$ cat config.mk
export PLATFORM = sky130hd
export DESIGN_NAME = piccolo128_dec_flat
export DESIGN_NICKNAME = d
export VERILOG_FILES = /design/src/rtl/piccolo128_dec_if.sv /design/src/rtl/piccolo128_dec.sv /design/src/flat_wrapper.sv
export SDC_FILE = /design/constraint.sdc
export NUM_CORES = 2
export LEC_CHECK = 0
export CORE_MARGIN = 5
export CORE_UTILIZATION = 40
export DETAILED_ROUTE_END_ITERATION = 6
export SLEW_MARGIN = 20
export SYNTH_ARGS = -nofsm -noshare
export SYNTH_HDL_FRONTEND = slang
export SYNTH_SLANG_ARGS = --single-unit
$ cat constraint.sdc
create_clock -name clk -period 5.9 [get_ports clk]
set_input_delay 0.885 -clock clk [delete_from_list [all_inputs] [get_ports clk]]
set_output_delay 0.885 -clock clk [all_outputs]
set_load 0.02 [all_outputs]
$ cat src/rtl/piccolo128_dec_if.sv
// piccolo128_dec_if: key/block handshake bundle for the Piccolo-128 decryption core.
// Optional macro PICCOLO128_DEC_ENCMODE_EN adds the per-block `mode` select.
interface piccolo128_dec_if;
    logic         key_load;
    logic [127:0] key_in;
    logic         start;
    logic [63:0]  ct_in;
`ifdef PICCOLO128_DEC_ENCMODE_EN
    logic         mode;
`endif
    logic         key_ready;
    logic         busy;
    logic         done;
    logic [63:0]  pt_out;

`ifdef PICCOLO128_DEC_ENCMODE_EN
    modport master (
        output key_load, key_in, start, ct_in, mode,
        input  key_ready, busy, done, pt_out
    );
    modport slave (
        input  key_load, key_in, start, ct_in, mode,
        output key_ready, busy, done, pt_out
    );
`else
    modport master (
        output key_load, key_in, start, ct_in,
        input  key_ready, busy, done, pt_out
    );
    modport slave (
        input  key_load, key_in, start, ct_in,
        output key_ready, busy, done, pt_out
    );
`endif
endinterface

$ cat src/rtl/piccolo128_dec.sv
// piccolo128_dec: iterative Piccolo-128 decryption, one round per clock.
// Round keys are expanded once per key load into a 31x32 store and replayed
// from the top for every block. Defining PICCOLO128_DEC_ENCMODE_EN adds an
// encrypt direction selected per block by bus.mode.
module piccolo128_dec (
    input logic             clk,
    input logic             reset,
    piccolo128_dec_if.slave bus
);

    localparam int unsigned NR    = 31;
    localparam int unsigned RK_AW = 5;

    typedef enum logic [1:0] {StIdle, StKexp, StDec} state_e;

    // ---------------------------------------------------------------------
    // Cipher primitives
    // ---------------------------------------------------------------------
    function automatic logic [3:0] sbox(input logic [3:0] x);
        logic [3:0] y;
        case (x)
            4'h0: y = 4'he;
            4'h1: y = 4'h4;
            4'h2: y = 4'hb;
            4'h3: y = 4'h2;
            4'h4: y = 4'h3;
            4'h5: y = 4'h8;
            4'h6: y = 4'h0;
            4'h7: y = 4'h9;
            4'h8: y = 4'h1;
            4'h9: y = 4'ha;
            4'ha: y = 4'h7;
            4'hb: y = 4'hf;
            4'hc: y = 4'h6;
            4'hd: y = 4'hc;
            4'he: y = 4'h5;
            default: y = 4'hd;
        endcase
        return y;
    endfunction

    // Multiply by x in GF(2^4) mod x^4+x+1.
    function automatic logic [3:0] mul2(input logic [3:0] x);
        return {x[2:0], 1'b0} ^ {2'b00, x[3], x[3]};
    endfunction

    function automatic logic [3:0] mul3(input logic [3:0] x);
        return mul2(x) ^ x;
    endfunction

    // F: S-layer, diffusion matrix M, S-layer. Nibble 0 is the MSB nibble.
    function automatic logic [15:0] f_fn(input logic [15:0] x);
        logic [3:0] s0, s1, s2, s3;
        logic [3:0] y0, y1, y2, y3;
        s0 = sbox(x[15:12]);
        s1 = sbox(x[11:8]);
        s2 = sbox(x[7:4]);
        s3 = sbox(x[3:0]);
        y0 = mul2(s0) ^ mul3(s1) ^ s2       ^ s3;
        y1 = s0       ^ mul2(s1) ^ mul3(s2) ^ s3;
        y2 = s0       ^ s1       ^ mul2(s2) ^ mul3(s3);
        y3 = mul3(s0) ^ s1       ^ s2       ^ mul2(s3);
        return {sbox(y0), sbox(y1), sbox(y2), sbox(y3)};
    endfunction

    // Round permutation: output bytes (0..7) take input bytes (2,7,4,1,6,3,0,5).
    function automatic logic [63:0] rp_fn(input logic [63:0] x);
        return {x[47:40], x[7:0], x[31:24], x[55:48],
                x[15:8], x[39:32], x[63:56], x[23:16]};
    endfunction

    // Key word k_idx, k0 being the most significant 16 bits.
    function automatic logic [15:0] kword(input logic [127:0] key, input logic [2:0] idx);
        return key[{~idx, 4'b0000} +: 16];
    endfunction

    // (k0..k7) <- (k2,k1,k6,k7,k0,k3,k4,k5)
    function automatic logic [127:0] key_perm(input logic [127:0] k);
        return {k[95:80], k[111:96], k[31:16], k[15:0],
                k[127:112], k[79:64], k[63:48], k[47:32]};
    endfunction

    // {wk0, wk1, wk2, wk3} from the original master key.
    function automatic logic [63:0] whiten_keys(input logic [127:0] k);
        return {k[127:120], k[103:96],   // wk0 = k0L | k1R
                k[111:104], k[119:112],  // wk1 = k1L | k0R
                k[63:56],   k[7:0],      // wk2 = k4L | k7R
                k[15:8],    k[55:48]};   // wk3 = k7L | k4R
    endfunction

    // ---------------------------------------------------------------------
    // State
    // ---------------------------------------------------------------------
    state_e             state_q;
    logic [RK_AW-1:0]   cnt_q;
    logic [127:0]       key_q;
    logic [63:0]        wk_q;
    logic [63:0]        x_q;
    logic [63:0]        pt_q;
    logic               done_q;
    logic               busy_q;
    logic               key_ready_q;
`ifdef PICCOLO128_DEC_ENCMODE_EN
    logic               mode_q;
`endif

    logic [31:0]        rk_mem [NR];

    // ---------------------------------------------------------------------
    // Combinational datapath
    // ---------------------------------------------------------------------
    logic [127:0]       kexp_key;
    logic [31:0]        kexp_pair;
    logic [31:0]        con_word;
    logic [4:0]         con_c;
    logic [RK_AW-1:0]   rd_addr;
    logic               rk_swap;
    logic [31:0]        rk_word;
    logic [15:0]        rk0;
    logic [15:0]        rk1;
    logic [63:0]        round_out;
    logic [63:0]        x_next;
    logic [63:0]        in_mask;
    logic [63:0]        out_mask;

    // Key schedule step: cycle i emits {rk_2i, rk_2i+1}; the word permutation
    // lands on every fourth cycle, just before rk_{8m+6} is taken from k0.
    always_comb begin
        kexp_key  = (cnt_q[1:0] == 2'd3) ? key_perm(key_q) : key_q;
        con_c     = cnt_q + 5'd1;
        con_word  = {con_c, 5'd0, con_c, 2'b00, con_c, 5'd0, con_c} ^ 32'h6547a98b;
        kexp_pair = '0;
        unique case (cnt_q[1:0])
            2'd0: kexp_pair = {kword(kexp_key, 3'd2), kword(kexp_key, 3'd3)};
            2'd1: kexp_pair = {kword(kexp_key, 3'd4), kword(kexp_key, 3'd5)};
            2'd2: kexp_pair = {kword(kexp_key, 3'd6), kword(kexp_key, 3'd7)};
            2'd3: kexp_pair = {kword(kexp_key, 3'd0), kword(kexp_key, 3'd1)};
        endcase
        kexp_pair = kexp_pair ^ con_word;
    end

    // One Feistel round; decryption walks the store backwards and swaps the
    // pair on odd rounds. RP is skipped on the final round.
    always_comb begin
        rd_addr = RK_AW'(NR - 1) - cnt_q;
        rk_swap = cnt_q[0];
`ifdef PICCOLO128_DEC_ENCMODE_EN
        if (mode_q) begin
            rd_addr = cnt_q;
            rk_swap = 1'b0;
        end
`endif
        rk_word   = rk_mem[rd_addr];
        rk0       = rk_swap ? rk_word[15:0]  : rk_word[31:16];
        rk1       = rk_swap ? rk_word[31:16] : rk_word[15:0];
        round_out = {x_q[63:48], x_q[47:32] ^ f_fn(x_q[63:48]) ^ rk0,
                     x_q[31:16], x_q[15:0]  ^ f_fn(x_q[31:16]) ^ rk1};
        x_next    = (cnt_q == RK_AW'(NR - 1)) ? round_out : rp_fn(round_out);
    end

    // Whitening masks on X0/X2: wk2/wk3 in and wk0/wk1 out when decrypting.
    always_comb begin
        in_mask  = {wk_q[31:16], 16'h0000, wk_q[15:0], 16'h0000};
        out_mask = {wk_q[63:48], 16'h0000, wk_q[47:32], 16'h0000};
`ifdef PICCOLO128_DEC_ENCMODE_EN
        if (bus.mode) begin
            in_mask = {wk_q[63:48], 16'h0000, wk_q[47:32], 16'h0000};
        end
        if (mode_q) begin
            out_mask = {wk_q[31:16], 16'h0000, wk_q[15:0], 16'h0000};
        end
`endif
    end

    // Round-key store write port; contents are don't-care until a key load.
    always_ff @(posedge clk) begin
        if (state_q == StKexp) begin
            rk_mem[cnt_q] <= kexp_pair;
        end
    end

    // Control FSM with registered outputs.
    always_ff @(posedge clk or negedge reset) begin
        if (!reset) begin
            state_q     <= StIdle;
            cnt_q       <= '0;
            key_q       <= '0;
            wk_q        <= '0;
            x_q         <= '0;
            pt_q        <= '0;
            done_q      <= 1'b0;
            busy_q      <= 1'b0;
            key_ready_q <= 1'b0;
`ifdef PICCOLO128_DEC_ENCMODE_EN
            mode_q      <= 1'b0;
`endif
        end else begin
            done_q <= 1'b0;
            unique case (state_q)
                StIdle: begin
                    // key_load has priority; start needs a complete key set.
                    if (bus.key_load) begin
                        state_q     <= StKexp;
                        key_q       <= bus.key_in;
                        wk_q        <= whiten_keys(bus.key_in);
                        key_ready_q <= 1'b0;
                        busy_q      <= 1'b1;
                        cnt_q       <= '0;
                    end else if (bus.start && key_ready_q) begin
                        state_q <= StDec;
                        x_q     <= bus.ct_in ^ in_mask;
                        busy_q  <= 1'b1;
                        cnt_q   <= '0;
`ifdef PICCOLO128_DEC_ENCMODE_EN
                        mode_q  <= bus.mode;
`endif
                    end
                end
                StKexp: begin
                    key_q <= kexp_key;
                    if (cnt_q == RK_AW'(NR - 1)) begin
                        state_q     <= StIdle;
                        busy_q      <= 1'b0;
                        key_ready_q <= 1'b1;
                    end else begin
                        cnt_q <= cnt_q + RK_AW'(1);
                    end
                end
                StDec: begin
                    // Counts 0..30 are rounds; count 31 is the output-whitening cycle.
                    if (cnt_q == RK_AW'(NR)) begin
                        state_q <= StIdle;
                        pt_q    <= x_q ^ out_mask;
                        done_q  <= 1'b1;
                        busy_q  <= 1'b0;
                    end else begin
                        x_q   <= x_next;
                        cnt_q <= cnt_q + RK_AW'(1);
                    end
                end
                default: state_q <= StIdle;
            endcase
        end
    end

    assign bus.key_ready = key_ready_q;
    assign bus.busy      = busy_q;
    assign bus.done      = done_q;
    assign bus.pt_out    = pt_q;

endmodule

$ cat src/flat_wrapper.sv
// flat-port wrapper written by rule: the top's interface ports become plain ports
module piccolo128_dec_flat 
  (clk, reset, bus_key_load, bus_key_in, bus_start, bus_ct_in, bus_key_ready, bus_busy, bus_done, bus_pt_out);
  piccolo128_dec_if bus_i ();
  input logic clk;
  input logic reset;
  input wire logic [$bits(bus_i.key_load)-1:0] bus_key_load;
  input wire logic [$bits(bus_i.key_in)-1:0] bus_key_in;
  input wire logic [$bits(bus_i.start)-1:0] bus_start;
  input wire logic [$bits(bus_i.ct_in)-1:0] bus_ct_in;
  output wire logic [$bits(bus_i.key_ready)-1:0] bus_key_ready;
  output wire logic [$bits(bus_i.busy)-1:0] bus_busy;
  output wire logic [$bits(bus_i.done)-1:0] bus_done;
  output wire logic [$bits(bus_i.pt_out)-1:0] bus_pt_out;
  assign bus_i.key_load = bus_key_load;
  assign bus_i.key_in = bus_key_in;
  assign bus_i.start = bus_start;
  assign bus_i.ct_in = bus_ct_in;
  assign bus_key_ready = bus_i.key_ready;
  assign bus_busy = bus_i.busy;
  assign bus_done = bus_i.done;
  assign bus_pt_out = bus_i.pt_out;
  piccolo128_dec u_core (.clk(clk), .reset(reset), .bus(bus_i));
endmodule
After elaboration in Yosys (flattened, before gate mapping)
Memories as Yosys holds them, arrays and structs flattened.
Index checks and enable logic that the tools add are counted.

cells by class
  add/sub/neg operators = 2
  multiply operators = 0
  div/mod/pow operators = 0
  magnitude comparators = 0
  eq/ne operators = 16
  shift-type cells = 0
  multiplexer cells = 33
  bitwise logic cells = 48
  reduce and logical (&&, ||, !) cells = 15

operators with widths
  cell                                           number
  two-way mux 128 bit                            2
  two-way mux 64 bit                             4
  one-hot mux 128 bit (2 select lines)           1
  one-hot mux 32 bit (4 select lines)            1
  one-hot mux 64 bit (2 select lines)            1
  bitwise XOR 4 bit                              32
  bitwise XOR 64 bit                             2
  bitwise XOR 16 bit                             4
  two-way mux 16 bit                             2
  bitwise XOR 32 bit                             1
  bitwise XOR 4 x 2 -> 4 bit                     8
  two-way mux 5 bit                              4
  inverter 16 bit                                1
  one-hot mux 5 bit (3 select lines)             1
  inequality test 2 bit (second input constant)  6
  AND reduction 4 bit                            3
  == test 5 bit (second input constant)          2
  two-way mux 1 bit                              10
  two-way mux 2 bit                              4
  == test 2 bit (second input constant)          3
  one-hot mux 2 bit (3 select lines)             1
  AND reduction 2 bit                            3
  AND reduction 3 bit                            2
  adder 5 x 1 -> 5 bit (second input constant)   1
  11 further kinds                               15

storage, ports and cells
  bits in registers = 330
  latch bits = 0
  RAM bits = 992
  ROM bits = 1,024
  input port bits = 196
  output and inout bits = 67
  logic and storage cells = 141
  memories kept = 17

memory list
  name              depth  width  read ports  clocked after Yosys merged registers in  write ports  RTL line               RTL
  u_core.rk_mem     31     32     1           0                                        1            piccolo128_dec.sv:107  logic [31:0] rk_mem [NR];
  (name not given)  16     4      1           0                                        0            piccolo128_dec.sv:21   case (x)
  (name not given)  16     4      1           0                                        0            piccolo128_dec.sv:21
  (name not given)  16     4      1           0                                        0            piccolo128_dec.sv:21
  (name not given)  16     4      1           0                                        0            piccolo128_dec.sv:21
  (name not given)  16     4      1           0                                        0            piccolo128_dec.sv:21
  +11 memories      -      -      -           -                                        -            -

Longest topological paths before layout
An unclocked memory read counts as a cell.

  word-level depth = 12
  depth in mapped cells = 20

Worst setup path before layout
OpenSTA, ideal clock, no wires.

  path type = register to register
  from = register u_core.cnt_q[0]
  to = register u_core.cnt_q[3]
  arrival = 4.778 ns
  slack = 1.001 ns
  stages on the path, launching flop included = 16
  period minus slack after synthesis = 4.899 ns
  path through = dfrtp_1 -> buf_2 -> buf_6 -> buf_4 -> inv_1 -> clkbuf_1 -> clkbuf_1 -> clkbuf_1 -> ha_1 -> clkbuf_1 -> nand2_1 -> nor2_1 -> or4_1 -> clkbuf_1 -> nor2_1 -> a22o_1

between the ends
  longest elaborated chain between the ends = 3
  elaborated cells on any way between the ends = 9
  classes of those cells = add/sub: 1; eq/ne: 4; mux: 3; reduce/logical: 1

ends and longest elaborated chain
  what                                                                              RTL line                                      RTL
  from (decl)                                                                       piccolo128_dec.sv:95                          logic [RK_AW-1:0] cnt_q;
  from (signal assigned)                                                            piccolo128_dec.sv:226                         cnt_q <= cnt_q + RK_AW'(1);
  from (signal assigned)                                                            piccolo128_dec.sv:238                         cnt_q <= cnt_q + RK_AW'(1);
  adder 5 x 1 -> 5 bit (tied with other cells)                                      piccolo128_dec.sv:226, piccolo128_dec.sv:238
  two-way mux 5 bit (tied with other cells)                                         piccolo128_dec.sv:231                         if (cnt_q == RK_AW'(NR)) begin
  one-hot mux 5 bit (3 select lines) / AND reduction 4 bit (equally long branches)  -

Parallel ways exist; a longest one is shown, timed or not. The select of a mux whose other input is x is not followed.
A chain may end at the register's enable or synchronous reset.

Worst setup path in the final report
  from = register u_core.cnt_q[0]
  to = register u_core.x_q[0]

between the ends
  longest elaborated chain between the ends = 7
  elaborated cells on any way between the ends = 11
  classes of those cells = add/sub: 1; eq/ne: 3; mux: 4; bitwise: 1; reduce/logical: 1; memory: 1

ends and longest elaborated chain
  what                                 RTL line               RTL
  subtractor 5 bit                     piccolo128_dec.sv:145  rd_addr = RK_AW'(NR - 1) - cnt_q;
  memory (31 x 32 bit)                 -
  two-way mux 16 bit                   piccolo128_dec.sv:155  rk1 = rk_swap ? rk_word[31:16] : rk_word[15:0];
  bitwise XOR 16 bit                   piccolo128_dec.sv:157  x_q[31:16], x_q[15:0] ^ f_fn(x_q[31:16]) ^ rk1};
  two-way mux 64 bit                   piccolo128_dec.sv:158  x_next = (cnt_q == RK_AW'(NR - 1)) ? round_out : rp_fn(round_out);
  two-way mux 64 bit                   piccolo128_dec.sv:231
  one-hot mux 64 bit (2 select lines)  piccolo128_dec.sv:199  unique case (state_q)
  to (signal assigned)                 piccolo128_dec.sv:211  x_q <= bus.ct_in ^ in_mask;
  to (signal assigned)                 piccolo128_dec.sv:237  x_q <= x_next;
  to (decl)                            piccolo128_dec.sv:98   logic [63:0] x_q;

Parallel ways exist; a longest one is shown, timed or not. The select of a mux whose other input is x is not followed.

==> impl.org <==
** Synth
- Post-Synthesis Cells :: 4358
- The Yosys step of the flow raised 0 warnings.
- Post-synthesis sequential area ratio :: 0.631
- Portion of synthesized cell area occupied by the leading cell type :: 0.494
- Flops & latches, synth :: 1322
- Yosys mapped the design onto 80 distinct sky130hd cell types.
- In this run, synthesis inferred 992 flip-flops with an integrated enable.
- Counting flops with an async set or reset pin after synthesis yields a share of 0.250.
- Library cell with the largest summed area after synthesis :: edfxtp_1
- A synthesized cell averages 13.8 µm².
- The number of nets handed over by synthesis was 4608.
- The synthesized netlist occupies a cell area of 60300 µm².
- Largest cells by area after synthesis :: edfxtp_1, dfrtp_1, mux4_2
- Among all flip-flop cells after synthesis, the most frequent one is edfxtp_1.

** Timing
- Worst slew margin relative to its limit :: 0.244
- In the final timing run, aggregate negative setup slack is 0 ns.
- Unrepaired setup endpoints after global routing :: false
- Total count of max-transition violations in the final report :: 0
- Setup violations remaining at the end of the flow were counted as 0.
- Dividing the final minimum period by the clock period gives 0.774.
- Derived from the worst setup path, the maximum achievable clock frequency is 219 MHz.
- Tightest hold margin :: 0.0848 ns
- For the finished layout, the period the worst path requires is 4.57 ns.
- Across the routed clock network, the largest skew measured is 0.0260 ns.
- Actual transition at the worst max-transition pin :: 1.13 ns
- Final number of hold-violating endpoints :: 0

** Critical path
- Largest driver fanout on the critical path :: 39
- The critical path in this run is classified as reg2reg.
- Crit path launch :: u_core.cnt_q[0]$_DFFE_PN0P_
- Slowest stage cell on the critical path :: dfrtp_4
- Critical register-to-register path startpoint :: u_core.cnt_q[0]$_DFFE_PN0P_
- Data on the critical path arrives at its endpoint at 5.24 ns.
- The worst setup path is captured at a flop.
- Endpoint required time on the critical path :: 6.57 ns
- Delay of the slowest cell on the worst path :: 0.70 ns
- The worst setup path is launched from a flop.
- By instance count, the cell type seen most on the critical path is xnor2_1.
- The signal on the critical path passes through inv_1 > ha_4 > inv_2 > buf_4 > nor2_1 > a2111oi_0 > nor4_1 > mux2i_1 > xnor2_1 > xnor2_1 > a221oi_2.

** Clock tree
- Number of buffers on the longest clock path :: 3
- TritonCTS clock tree :: yes
- Clock tree synthesis found a total of 1322 sinks.
- Number of resized instances in the post-cts repair step :: 0
- Number of levels the H-tree was split into :: 4
- Latest clock arrival within the worst-skew pair :: 0.77 ns
- Clock-pin slew was measured on the worst setup and hold paths at 0.06 ns.
- In this run the clock root is driven by a clkbuf_16.
- Once the clock tree was built, the setup fixing pass inserted 0 buffers.
- CTS Hold Buffers Added :: 0
- TritonCTS created 141 clock buffers.

** GRT
- For met1 alone, demand over resource in global routing was 0.337.
- The initial antenna violation count was 6.
- Met2 usage in global routing :: 0.390
- Entering global routing, the biggest net connects 187 pins.
- First-pass GRT wire length :: 284 mm
- Global router's overall resource usage :: 0.246
- In the global route stage, met3 resource usage came out at 0.0516.
- Aggregate global routing overflow :: 0
- Vias in the first global route :: 38.9k
- GR peak layer :: met2

** Floorplanning
- The floorplan has 142 rows.
- IO Count :: 263
- The die covers 159000 µm².
- From left edge to right edge, the die measures 398 µm.
- Chip height :: 398 µm
- Initial Util :: 0.403
- The total area inside the core boundary comes to 150000 µm².

** Hold path
- The tightest min-delay check is of the in2async type.

** Finish
- Final core utilization :: 0.470
- Relative to the synthesized area, the layout overhead comes to 16.7%.
- Fraction of final layout cells sized beyond drive strength 1 :: 0.165
- Total number of nets in the final design :: 4841

** Drt
- Once detail routing completed, the nets flagged for antenna violations numbered 0.
- Via count :: 40.3k
- Detailed Routing Iterations Pass 1 :: 5
- Detailed-route wire length :: 199 mm
- Post-route DRC violation count :: 0
- DRT iter0 DRCs :: 4551
- Routed WL per cell :: 29.6 µm
- Vias/cell :: 5.99

** Placement
- IO buf count :: 262
- At the end of routability-driven placement, the weighted congestion stood at 0.923.
- Detail Placement HPWL :: 128 mm

** Outcome
- The run finished with clean final reports.

** Flow run
- Max-cap violations in this run came to 0.
[metal layers]
layer | wire length [µm] | vias up
met5 | 16 | -
met1 | 80300 | 20876
met2 | 93500 | 2001
met3 | 17500 | 324
met4 | 7960 | 2
li1 | - | 17082
[path summary, 6_finish.rpt]
kind                                                     end  slack, ns  depth (start not counted)
max                                u_core.x_q[0]$_DFFE_PN0P_       1.33                         11
min                        u_core.bus.pt_out[47]$_DFFE_PN0P_       0.08                          1
max reg2reg                        u_core.x_q[0]$_DFFE_PN0P_       1.33                         11
min reg2reg                u_core.bus.pt_out[26]$_DFFE_PN0P_       0.48                          2
max in group asynchronous        u_core.wk_q[53]$_DFFE_PN0P_       4.42                          2
min in group clk           u_core.bus.pt_out[26]$_DFFE_PN0P_       0.48                          2
[worst max-delay path: cells and delay by family (launching register included)]
kind | cells | cell delay [ns]
adders and majority gates | 1 | 0.70
xor gates and xnor gates | 2 | 0.35
muxes | 1 | 0.20
and+or+nand+nor | 2 | 1.29
buffers and inverters | 3 | 0.75
DFF | 1 | 0.70
AOI/OAI and AO/OA | 2 | 0.47
[cell families (layout without fill, tap and decap cells)]
family | after synthesis | after routing | share of synthesized area
xor gates and xnor gates | 272 | 272 | 0.0458
other | 0 | 2 | 0
buffers and inverters | 416 | 761 | 0.0301
DFF | 1322 | 1322 | 0.631
AOI/OAI and AO/OA | 913 | 913 | 0.0995
adders and majority gates | 55 | 55 | 0.0114
and+or+nand+nor | 949 | 949 | 0.0674
muxes | 431 | 431 | 0.115
[layout by cell type (no fill, tap or decap), types with 15 or more instances in the layout]
cell type,n
buf_4,133
o21ai_0,269
xnor2_2,27
a221oi_1,117
clkdlybuf4s50_1,260
a22oi_1,76
a21oi_1,164
inv_1,97
clkinv_1,25
nand4_1,17
nor2_1,188
nor3_1,40
nand2_1,454
nand3_1,127
or3_1,25
dfrtp_1,329
mux2i_1,128
xnor2_1,180
a32oi_1,33
nor2_4,33
clkbuf_1,37
a211oi_1,46
ha_1,47
o221ai_1,18
nor2b_1,19
xor2_1,39
clkbuf_16,145
mux4_2,199
mux2_2,103
clkinv_2,17
and3_1,15
o22ai_1,93
edfxtp_1,992
[sequential cells by signal, summed over array words and instances (netlist names)]
register              cells
u_core.rk_mem           992
u_core.wk_q              64
u_core.bus.pt_out        64
u_core.key_q            128
u_core.state_q            2
u_core.bus.done           1
u_core.cnt_q              5
u_core.bus.key_ready      1
u_core.x_q               64
u_core.bus.busy           1
[cell usage after synthesis, drive strengths merged, types with 101 or more instances]
cell type,number
a21oi,166
a221oi,123
buf,121
clkbuf,194
dfrtp,330
edfxtp,992
inv,101
mux2,104
mux2i,128
mux4,199
nand2,456
nand3,127
nor2,223
o21ai,283
xnor2,217
[cell type report]
class	instances	area [µm²]
diodes	2	5.00
fillers	13110	79400
inverters	101	379
well taps	2016	2520
repair buffers	405	3840
clock buffers	189	3860
multi-input cells	2620	21100
clock inverters	66	653
flip-flops and latches	1322	38100
[metrics by stage]
stage               instances  area (µm²)  setup WS, ns
finish                   6721       70400          1.33
global route             6719       70400          1.06
CTS                      6719       70400          1.34
detailed placement       6464       65900          1.40
global placement         6463       65800          1.39
floorplan                4358       60300          1.00
Power is not shown: default switching activity piles up to over one toggle a cycle in this logic, so the estimate is an artifact.
